--- src/rtl/mem_stage_pkg.sv ---
// Shared definitions for the memory-access stage.
// Holds the mem_op encoding, the SRAM size codes, the FSM state type,
// the request payload struct and small op-decoding helpers.
package mem_stage_pkg;

    localparam int unsigned XLEN    = 32;
    localparam int unsigned OP_W    = 3;
    localparam int unsigned SIZE_W  = 2;
    localparam int unsigned STRB_W  = 4;
    localparam int unsigned REG_W   = 5;

    // mem_op encoding
    localparam logic [OP_W-1:0] MEM_OP_LD_B  = 3'd0;
    localparam logic [OP_W-1:0] MEM_OP_LD_H  = 3'd1;
    localparam logic [OP_W-1:0] MEM_OP_LD_W  = 3'd2;
    localparam logic [OP_W-1:0] MEM_OP_LD_BU = 3'd3;
    localparam logic [OP_W-1:0] MEM_OP_LD_HU = 3'd4;
    localparam logic [OP_W-1:0] MEM_OP_ST_B  = 3'd5;
    localparam logic [OP_W-1:0] MEM_OP_ST_H  = 3'd6;
    localparam logic [OP_W-1:0] MEM_OP_ST_W  = 3'd7;

    // data_sram_size codes
    localparam logic [SIZE_W-1:0] SZ_B = 2'd0;
    localparam logic [SIZE_W-1:0] SZ_H = 2'd1;
    localparam logic [SIZE_W-1:0] SZ_W = 2'd2;

    typedef enum logic [1:0] {
        MS_IDLE = 2'd0,
        MS_REQ  = 2'd1,
        MS_WAIT = 2'd2,
        MS_DONE = 2'd3
    } ms_state_t;

    // Request fields held stable toward the SRAM for the life of a transaction
    typedef struct packed {
        logic              wr;
        logic [SIZE_W-1:0] size;
        logic [STRB_W-1:0] wstrb;
        logic [XLEN-1:0]   addr;
        logic [XLEN-1:0]   wdata;
    } sram_req_t;

    // Access width of an op
    function automatic logic [SIZE_W-1:0] op_size(input logic [OP_W-1:0] op);
        logic [SIZE_W-1:0] sz;
        case (op)
            MEM_OP_LD_B, MEM_OP_LD_BU, MEM_OP_ST_B: sz = SZ_B;
            MEM_OP_LD_H, MEM_OP_LD_HU, MEM_OP_ST_H: sz = SZ_H;
            default:                                sz = SZ_W;
        endcase
        return sz;
    endfunction

endpackage

--- src/rtl/mem_align.sv ---
// Combinational data-path helpers for mem_stage.
// Ports:
//   i_op, i_is_store, i_addr, i_st_data : current instruction (request side)
//   i_ld_op, i_ld_off, i_rdata          : latched load op/offset and SRAM read data
//   o_size_c, o_addr_c                  : access size and effective address
//   o_wstrb_c, o_wdata_c                : byte strobes and lane-replicated store data
//   o_misaligned_c                      : access not naturally aligned (ALE_CHECK only)
//   o_ld_data_c                         : aligned and extended load value
module mem_align
    import mem_stage_pkg::*;
#(
    parameter int unsigned ALE_CHECK = 1
)
(
    input  logic [OP_W-1:0]   i_op,
    input  logic              i_is_store,
    input  logic [XLEN-1:0]   i_addr,
    input  logic [XLEN-1:0]   i_st_data,
    input  logic [OP_W-1:0]   i_ld_op,
    input  logic [1:0]        i_ld_off,
    input  logic [XLEN-1:0]   i_rdata,
    output logic [SIZE_W-1:0] o_size_c,
    output logic [XLEN-1:0]   o_addr_c,
    output logic [STRB_W-1:0] o_wstrb_c,
    output logic [XLEN-1:0]   o_wdata_c,
    output logic              o_misaligned_c,
    output logic [XLEN-1:0]   o_ld_data_c
);

    logic [SIZE_W-1:0] w_size;
    logic              w_low_bad;
    logic [XLEN-1:0]   w_addr_eff;
    logic [XLEN-1:0]   w_shifted;

    // Size, alignment check and effective address (low bits dropped when not checked)
    always_comb begin
        w_size     = op_size(i_op);
        w_low_bad  = 1'b0;
        w_addr_eff = i_addr;
        case (w_size)
            SZ_H: begin
                w_low_bad     = i_addr[0];
                w_addr_eff[0] = 1'b0;
            end
            SZ_W: begin
                w_low_bad       = |i_addr[1:0];
                w_addr_eff[1:0] = 2'b00;
            end
            default: ;
        endcase
        o_size_c       = w_size;
        o_addr_c       = w_addr_eff;
        o_misaligned_c = (ALE_CHECK != 0) && w_low_bad;
    end

    // Store lane replication and strobes; loads never strobe
    always_comb begin
        o_wdata_c = i_st_data;
        o_wstrb_c = 4'b1111;
        case (w_size)
            SZ_B: begin
                o_wdata_c = {4{i_st_data[7:0]}};
                o_wstrb_c = 4'b0001 << w_addr_eff[1:0];
            end
            SZ_H: begin
                o_wdata_c = {2{i_st_data[15:0]}};
                o_wstrb_c = 4'b0011 << {w_addr_eff[1], 1'b0};
            end
            default: ;
        endcase
        if (!i_is_store) begin
            o_wstrb_c = 4'b0000;
        end
    end

    // Load extraction: bring the addressed lane down to bit 0, then extend
    always_comb begin
        w_shifted   = i_rdata >> {i_ld_off, 3'b000};
        o_ld_data_c = w_shifted;
        case (i_ld_op)
            MEM_OP_LD_B:  o_ld_data_c = {{24{w_shifted[7]}}, w_shifted[7:0]};
            MEM_OP_LD_BU: o_ld_data_c = {24'd0, w_shifted[7:0]};
            MEM_OP_LD_H:  o_ld_data_c = {{16{w_shifted[15]}}, w_shifted[15:0]};
            MEM_OP_LD_HU: o_ld_data_c = {16'd0, w_shifted[15:0]};
            default: ;
        endcase
    end

endmodule

--- src/rtl/mem_stage.sv ---
// Memory-access pipeline stage.
// Takes the registered EXE->MEM fields, runs one req/addr_ok/data_ok
// transaction on the data SRAM per load/store, aligns load data and
// registers the result into the MEM->WB boundary.
// Ports:
//   mem_*              : instruction currently in MEM (from EXE->MEM register)
//   wb_allow_in        : WB can accept this cycle
//   mem_ready_go       : MEM is finished with the current instruction
//   data_sram_*        : SRAM request/response channel
//   mem_fwd_*          : forwarding of the pending register write
//   wb_*               : registered MEM->WB payload
module mem_stage
    import mem_stage_pkg::*;
#(
    parameter int unsigned ALE_CHECK = 1
)
(
    input  logic              clk,
    input  logic              rst,
    input  logic              mem_valid,
    input  logic [OP_W-1:0]   mem_op,
    input  logic              mem_dram_re,
    input  logic              mem_dram_we,
    input  logic              mem_res_from_dram,
    input  logic              mem_ref_we,
    input  logic [REG_W-1:0]  mem_rd,
    input  logic [XLEN-1:0]   mem_alu_result,
    input  logic [XLEN-1:0]   mem_dram_waddr,
    input  logic [XLEN-1:0]   mem_dram_wdata,
    input  logic [XLEN-1:0]   mem_pc,
    input  logic              wb_allow_in,
    output logic              mem_ready_go,
    output logic              data_sram_req,
    output logic              data_sram_wr,
    output logic [SIZE_W-1:0] data_sram_size,
    output logic [STRB_W-1:0] data_sram_wstrb,
    output logic [XLEN-1:0]   data_sram_addr,
    output logic [XLEN-1:0]   data_sram_wdata,
    input  logic              data_sram_addr_ok,
    input  logic              data_sram_data_ok,
    input  logic [XLEN-1:0]   data_sram_rdata,
    output logic              mem_fwd_valid,
    output logic              mem_fwd_ready,
    output logic [REG_W-1:0]  mem_fwd_rd,
    output logic [XLEN-1:0]   mem_fwd_data,
    output logic              wb_valid,
    output logic              wb_ref_we,
    output logic [REG_W-1:0]  wb_rd,
    output logic [XLEN-1:0]   wb_result,
    output logic [XLEN-1:0]   wb_pc,
    output logic              wb_ale
);

    ms_state_t         r_state;
    ms_state_t         w_next_state;
    logic              r_req;
    sram_req_t         r_sram;
    sram_req_t         w_sram;
    logic [OP_W-1:0]   r_op;
    logic [XLEN-1:0]   r_load_result;

    logic              w_access;
    logic              w_misaligned;
    logic              w_ale;
    logic              w_start;
    logic              w_capture;
    logic              w_wb_load;
    logic [XLEN-1:0]   w_addr;
    logic [XLEN-1:0]   w_result;
    logic [SIZE_W-1:0] w_size;
    logic [XLEN-1:0]   w_addr_eff;
    logic [STRB_W-1:0] w_wstrb;
    logic [XLEN-1:0]   w_wdata;
    logic [XLEN-1:0]   w_ld_data;

    assign w_access = mem_valid & (mem_dram_re | mem_dram_we);
    assign w_addr   = mem_dram_we ? mem_dram_waddr : mem_alu_result;
    assign w_ale    = w_access & w_misaligned;
    assign w_start  = w_access & ~w_misaligned;

    mem_align #(
        .ALE_CHECK (ALE_CHECK)
    ) u_align (
        .i_op           (mem_op),
        .i_is_store     (mem_dram_we),
        .i_addr         (w_addr),
        .i_st_data      (mem_dram_wdata),
        .i_ld_op        (r_op),
        .i_ld_off       (r_sram.addr[1:0]),
        .i_rdata        (data_sram_rdata),
        .o_size_c       (w_size),
        .o_addr_c       (w_addr_eff),
        .o_wstrb_c      (w_wstrb),
        .o_wdata_c      (w_wdata),
        .o_misaligned_c (w_misaligned),
        .o_ld_data_c    (w_ld_data)
    );

    // Request payload to latch when a transaction starts
    always_comb begin
        w_sram       = '0;
        w_sram.wr    = mem_dram_we;
        w_sram.size  = w_size;
        w_sram.wstrb = w_wstrb;
        w_sram.addr  = w_addr_eff;
        w_sram.wdata = w_wdata;
    end

    // FSM state register
    always_ff @(posedge clk or posedge rst) begin
        if (rst) begin
            r_state <= MS_IDLE;
        end else begin
            r_state <= w_next_state;
        end
    end

    // FSM next state, stage handshake and load-capture strobe
    always_comb begin
        w_next_state = r_state;
        mem_ready_go = 1'b0;
        w_capture    = 1'b0;
        case (r_state)
            MS_IDLE: begin
                if (w_start) begin
                    w_next_state = MS_REQ;
                end else begin
                    // non-access or misaligned: nothing to wait for
                    mem_ready_go = mem_valid;
                end
            end
            MS_REQ: begin
                if (data_sram_addr_ok) begin
                    if (data_sram_data_ok) begin
                        w_next_state = MS_DONE;
                        w_capture    = 1'b1;
                    end else begin
                        w_next_state = MS_WAIT;
                    end
                end
            end
            MS_WAIT: begin
                if (data_sram_data_ok) begin
                    w_next_state = MS_DONE;
                    w_capture    = 1'b1;
                end
            end
            MS_DONE: begin
                mem_ready_go = 1'b1;
                if (wb_allow_in) begin
                    w_next_state = MS_IDLE;
                end
            end
            default: w_next_state = MS_IDLE;
        endcase
    end

    // Request latches; req drops on acceptance and is only raised from IDLE
    always_ff @(posedge clk or posedge rst) begin
        if (rst) begin
            r_req  <= 1'b0;
            r_sram <= '0;
            r_op   <= '0;
        end else if ((r_state == MS_IDLE) && w_start) begin
            r_req  <= 1'b1;
            r_sram <= w_sram;
            r_op   <= mem_op;
        end else if ((r_state == MS_REQ) && data_sram_addr_ok) begin
            r_req  <= 1'b0;
        end
    end

    // Load result register; only written on the accepted response
    always_ff @(posedge clk or posedge rst) begin
        if (rst) begin
            r_load_result <= '0;
        end else if (w_capture) begin
            r_load_result <= w_ld_data;
        end
    end

    assign data_sram_req   = r_req;
    assign data_sram_wr    = r_sram.wr;
    assign data_sram_size  = r_sram.size;
    assign data_sram_wstrb = r_sram.wstrb;
    assign data_sram_addr  = r_sram.addr;
    assign data_sram_wdata = r_sram.wdata;

    assign w_result  = mem_res_from_dram ? r_load_result : mem_alu_result;
    assign w_wb_load = mem_valid & mem_ready_go & wb_allow_in;

    // Forwarding of the pending write; load values are final only in DONE
    assign mem_fwd_valid = mem_valid & mem_ref_we & (mem_rd != 5'd0);
    assign mem_fwd_ready = ~mem_res_from_dram | (r_state == MS_DONE);
    assign mem_fwd_rd    = mem_rd;
    assign mem_fwd_data  = w_result;

    // MEM->WB register
    always_ff @(posedge clk or posedge rst) begin
        if (rst) begin
            wb_valid  <= 1'b0;
            wb_ref_we <= 1'b0;
            wb_rd     <= '0;
            wb_result <= '0;
            wb_pc     <= '0;
            wb_ale    <= 1'b0;
        end else if (w_wb_load) begin
            wb_valid  <= 1'b1;
            wb_ref_we <= mem_ref_we & ~w_ale;
            wb_rd     <= mem_rd;
            wb_result <= w_result;
            wb_pc     <= mem_pc;
            wb_ale    <= w_ale;
        end else if (wb_allow_in) begin
            wb_valid  <= 1'b0;
        end
    end

endmodule

--- config.mk ---
export PLATFORM = sky130hd
export DESIGN_NAME = mem_stage
export DESIGN_NICKNAME = d
export VERILOG_FILES = /design/src/rtl/mem_stage_pkg.sv /design/src/rtl/mem_align.sv /design/src/rtl/mem_stage.sv
export SDC_FILE = /design/constraint.sdc
export NUM_CORES = 1
export LEC_CHECK = 0
export CORE_AREA = 2 2 152 154
export DETAILED_ROUTE_END_ITERATION = 6
export DIE_AREA = 0 0 154 156
export PLACE_DENSITY = 0.82
export SETUP_SLACK_MARGIN = 0.05
export SLEW_MARGIN = 20
export SYNTH_ARGS = -nofsm -noshare
export SYNTH_HDL_FRONTEND = slang
export SYNTH_SLANG_ARGS = --single-unit
--- constraint.sdc ---
create_clock -name clk -period 5.8 [get_ports clk]
set_clock_uncertainty 0.1 [all_clocks]
set_input_delay 1.16 -clock clk [delete_from_list [all_inputs] [get_ports clk]]
set_output_delay 1.16 -clock clk [all_outputs]
set_load 0.02 [all_outputs]
==> results.md <==
- Syn Nets: 935
- WL/cell: 19.3 µm
- RSZ-0062 raised after global routing: no
- Critical path class: in2out
- Fmax achieved: 210 MHz
- Pre-CTS setup slack: 1.06 ns
- Port bufs: 361
- Hpwl dp: 20.1 mm
- Clock Root Buffer: clkbuf_16
- Final setup margin: 1.04 ns
- Pre-Repair DR Iteration Count: 5
- CTS Buf Count: 17
- Drt drc: 0
- Area growth from synthesis to layout: 50.8%
- Vias: 7064
- Pin count of the biggest net entering global routing: 113
- Max-cap check violation count: 0
- Maximum vdd drop: 0.000238 V
- Die Height: 156 µm
- Post-synthesis instance total: 752
- CP most frequent cell: clkdlybuf4s50_1
- Grt total ovfl: 0
- CP top delay family: buffers and inverters
- RD Place Congestion: 0.833
- Worst-Margin Slew: 0.889 ns
- Mux contribution to synthesized area: 0.249
- Synth Area in Adders: 0.00724
- Core Util, Final: 0.583
- Post-CTS sizing: 0
- Pleak: 0.00558 µW
- Dpl cell area: 12400 µm²
- Initial antenna violation count: 0
- CORE AREA: 22400 µm²
- Synth Area in Compound Gates: 0.103
- Outcome: finished clean
- DR iter-0 viols: 330
- IO Pins: 362
- Total wire length: 26.8 mm
- Total track usage: 0.219
- Largest family of logic cells by synthesized area: multiplexers
- Hold Path Class: reg2reg
- First-pass GRT wire length: 40.9 mm
- PwrDens: 533 nW/µm²
- CP Cell Sequence: clkdlybuf4s50_1 -> xor2_1 -> a21o_2 -> o21ai_4 -> nand3_1 -> a21oi_1 -> clkdlybuf4s50_1
- H-Tree Depth: 4
- Reg clk slew, reported paths: 0.07 ns
- Number of global-route vias before repair: 7202
- Crit path max fanout: 9
- Setup TNS Final: 0 ns
- Relative slew slack: 0.407
- Max-slew violation count: 0
- Starting Density: 0.387
- Number of enable flip-flop cells after synthesis: 0
- Arr. time, crit path: 3.50 ns
- Row Count: 55
- Max Root-Sink Buffers: 2
- CTS Sinks: 181
- Worst path required time: 4.54 ns
- CTS tree: built
- Die area: 24000 µm²
- Post-synth ARST share: 1.00
- Final hold violations: 0
- Cts hold-fix bufs: 0
- Synth area leader: dfrtp_1
- ANT cells: 0
- Routed Antenna Nets: 0
- Yosys cell types: 42
- Worst setup SP type: input pin
- Clk_lat worst skew: 0.43 ns
- DIE WIDTH: 154 µm
- Flops & latches, synth: 181
- Critical path capture point type: output port
- Synth warnings: 0
- Synth Area in Simple Gates: 0.0766
- Worst path buffer plus inverter count: 2
- Syn Area/Cell: 11.5 µm²
- Minimum clock period: 4.76 ns
- Register area share after synthesis: 0.524
- Main flop type after synthesis: dfrtp_1
- CP max-delay cell: clkdlybuf4s50_1
- Routed vias/inst: 5.09
- Post-CTS Setup Bufs: 0
- Syn Std Cell Area: 8640 µm²
- Crit-path max cell delay: 0.64 ns
- Nets: 1272
- Hold Worst Slack: 0.380 ns
- Fill cells: 1882
- Top cell type's share of synthesized area: 0.524
- Synth top area cells: dfrtp_1 52%, mux2_2 14%, mux2i_1 8.6%
- Layout cells sized above 1: 0.150
- Non-Filler Cell Area, Final: 13000 µm²
- Final Cycle Share: 0.820
- Final setup fails: 0
- Area share of xor/xnor cells in the synthesized design: 0.00304
## placed cells by master (no fill, tap or decap), types with 2 or more instances in the layout
master           netlist  routed
buf_4                  7       9
buf_12                 0       2
inv_1                  8       7
inv_6                  0       3
clkdlybuf4s50_1        0     359
nor2b_1               11      11
buf_2                 14       2
clkinvlp_4             0       2
a211oi_1              11      10
nand2_1               98      98
dfrtp_1              181     181
clkinv_8               0       3
inv_8                  0       2
clkinv_4               0       3
mux2_1                13      13
xnor2_1                2       2
nor2_1                41      40
mux2i_1               74      74
o21ai_0               70      70
o221ai_1               9       9
nor3_1                 3       3
a21oi_1               27      27
o22a_1                 8       8
o31ai_1                4       4
nand2b_1               3       3
clkbuf_16              0      17
and2_1                 2       2
ha_1                   5       5
mux2_2               110     110
## sequential cells by signal (all words and copies together) (netlist names)
name             flops
r_load_result       32
data_sram_wstrb      4
wb_rd                5
data_sram_size       2
wb_result           32
data_sram_wdata     32
wb_ale               1
wb_valid             1
r_op                 3
data_sram_addr      32
data_sram_req        1
wb_pc               32
r_state              2
data_sram_wr         1
wb_ref_we            1
## per-layer routing
layer | up-vias | share of wire | global-route usage
met5 | - | 0 | 0
met4 | 0 | 0.031 | 0.0881
met3 | 53 | 0.055 | 0.0464
met2 | 262 | 0.48 | 0.367
met1 | 3425 | 0.44 | 0.278
li1 | 3324 | - | -
## per-stage QoR
stage	instances	total power, µW
final	1387	6950
after floorplan	752	4130
after detailed placement	1355	5810
after CTS	1387	7020
after global routing	1387	7340
after global placement	1355	5710
## worst paths after layout
path,slack (ns),start,cells after the start,end
setup / recovery,1.04,mem_op[1],7,mem_ready_go
hold / removal,0.38,data_sram_addr[0]$_DFFE_PP0P_,2,data_sram_addr[0]$_DFFE_PP0P_
setup reg to reg,3.08,r_state[0]$_DFFE_PP0P_,7,r_load_result[24]$_DFFE_PP0P_
hold reg to reg,0.38,data_sram_addr[0]$_DFFE_PP0P_,2,data_sram_addr[0]$_DFFE_PP0P_
max in group asynchronous,3.50,rst,3,data_sram_wstrb[0]$_DFFE_PP0P_
min in group asynchronous,1.05,rst,2,data_sram_addr[23]$_DFFE_PP0P_
## power breakdown
part	switching [µW]	internal, µW
Clock	557	626
Combinational	1750	1730
Sequential	385	1900
Total	2700	4260
## final cells by class
| class | count | area (µm²) | share of cell area |
|---|---|---|---|
| clock buffers | 18 | 439 | 0.0337 |
| clock inverters | 14 | 166 | 0.0128 |
| inverters | 8 | 33.8 | 0.00259 |
| multi-input cells | 509 | 3800 | 0.291 |
| flip-flops and latches | 181 | 4530 | 0.347 |
| well taps | 285 | 357 | 0.0274 |
| repair buffers | 372 | 3710 | 0.285 |
## synthesized netlist by cell type, drive strengths merged, types with 4 or more instances
cell / instances
a211oi: 11
a21oi: 27
buf: 34
clkbuf: 20
dfrtp: 181
ha: 5
inv: 8
mux2: 123
mux2i: 74
nand2: 98
nor2: 41
nor2b: 11
o21ai: 71
o221ai: 9
o22a: 8
o31ai: 4
## tightest hold or removal path: stages (launching register included)
cell and delay (ns):
dfrtp_1 0.34, nand2_1 0.05, o31ai_1 0.05
## cell families after synthesis
logic type,count (synthesis)
mux,198
fa+ha+maj,5
compound gates,141
xor+xnor,3
flops,181
buf+inv,62
simple gates,162
(Power assumes the default switching activity.)
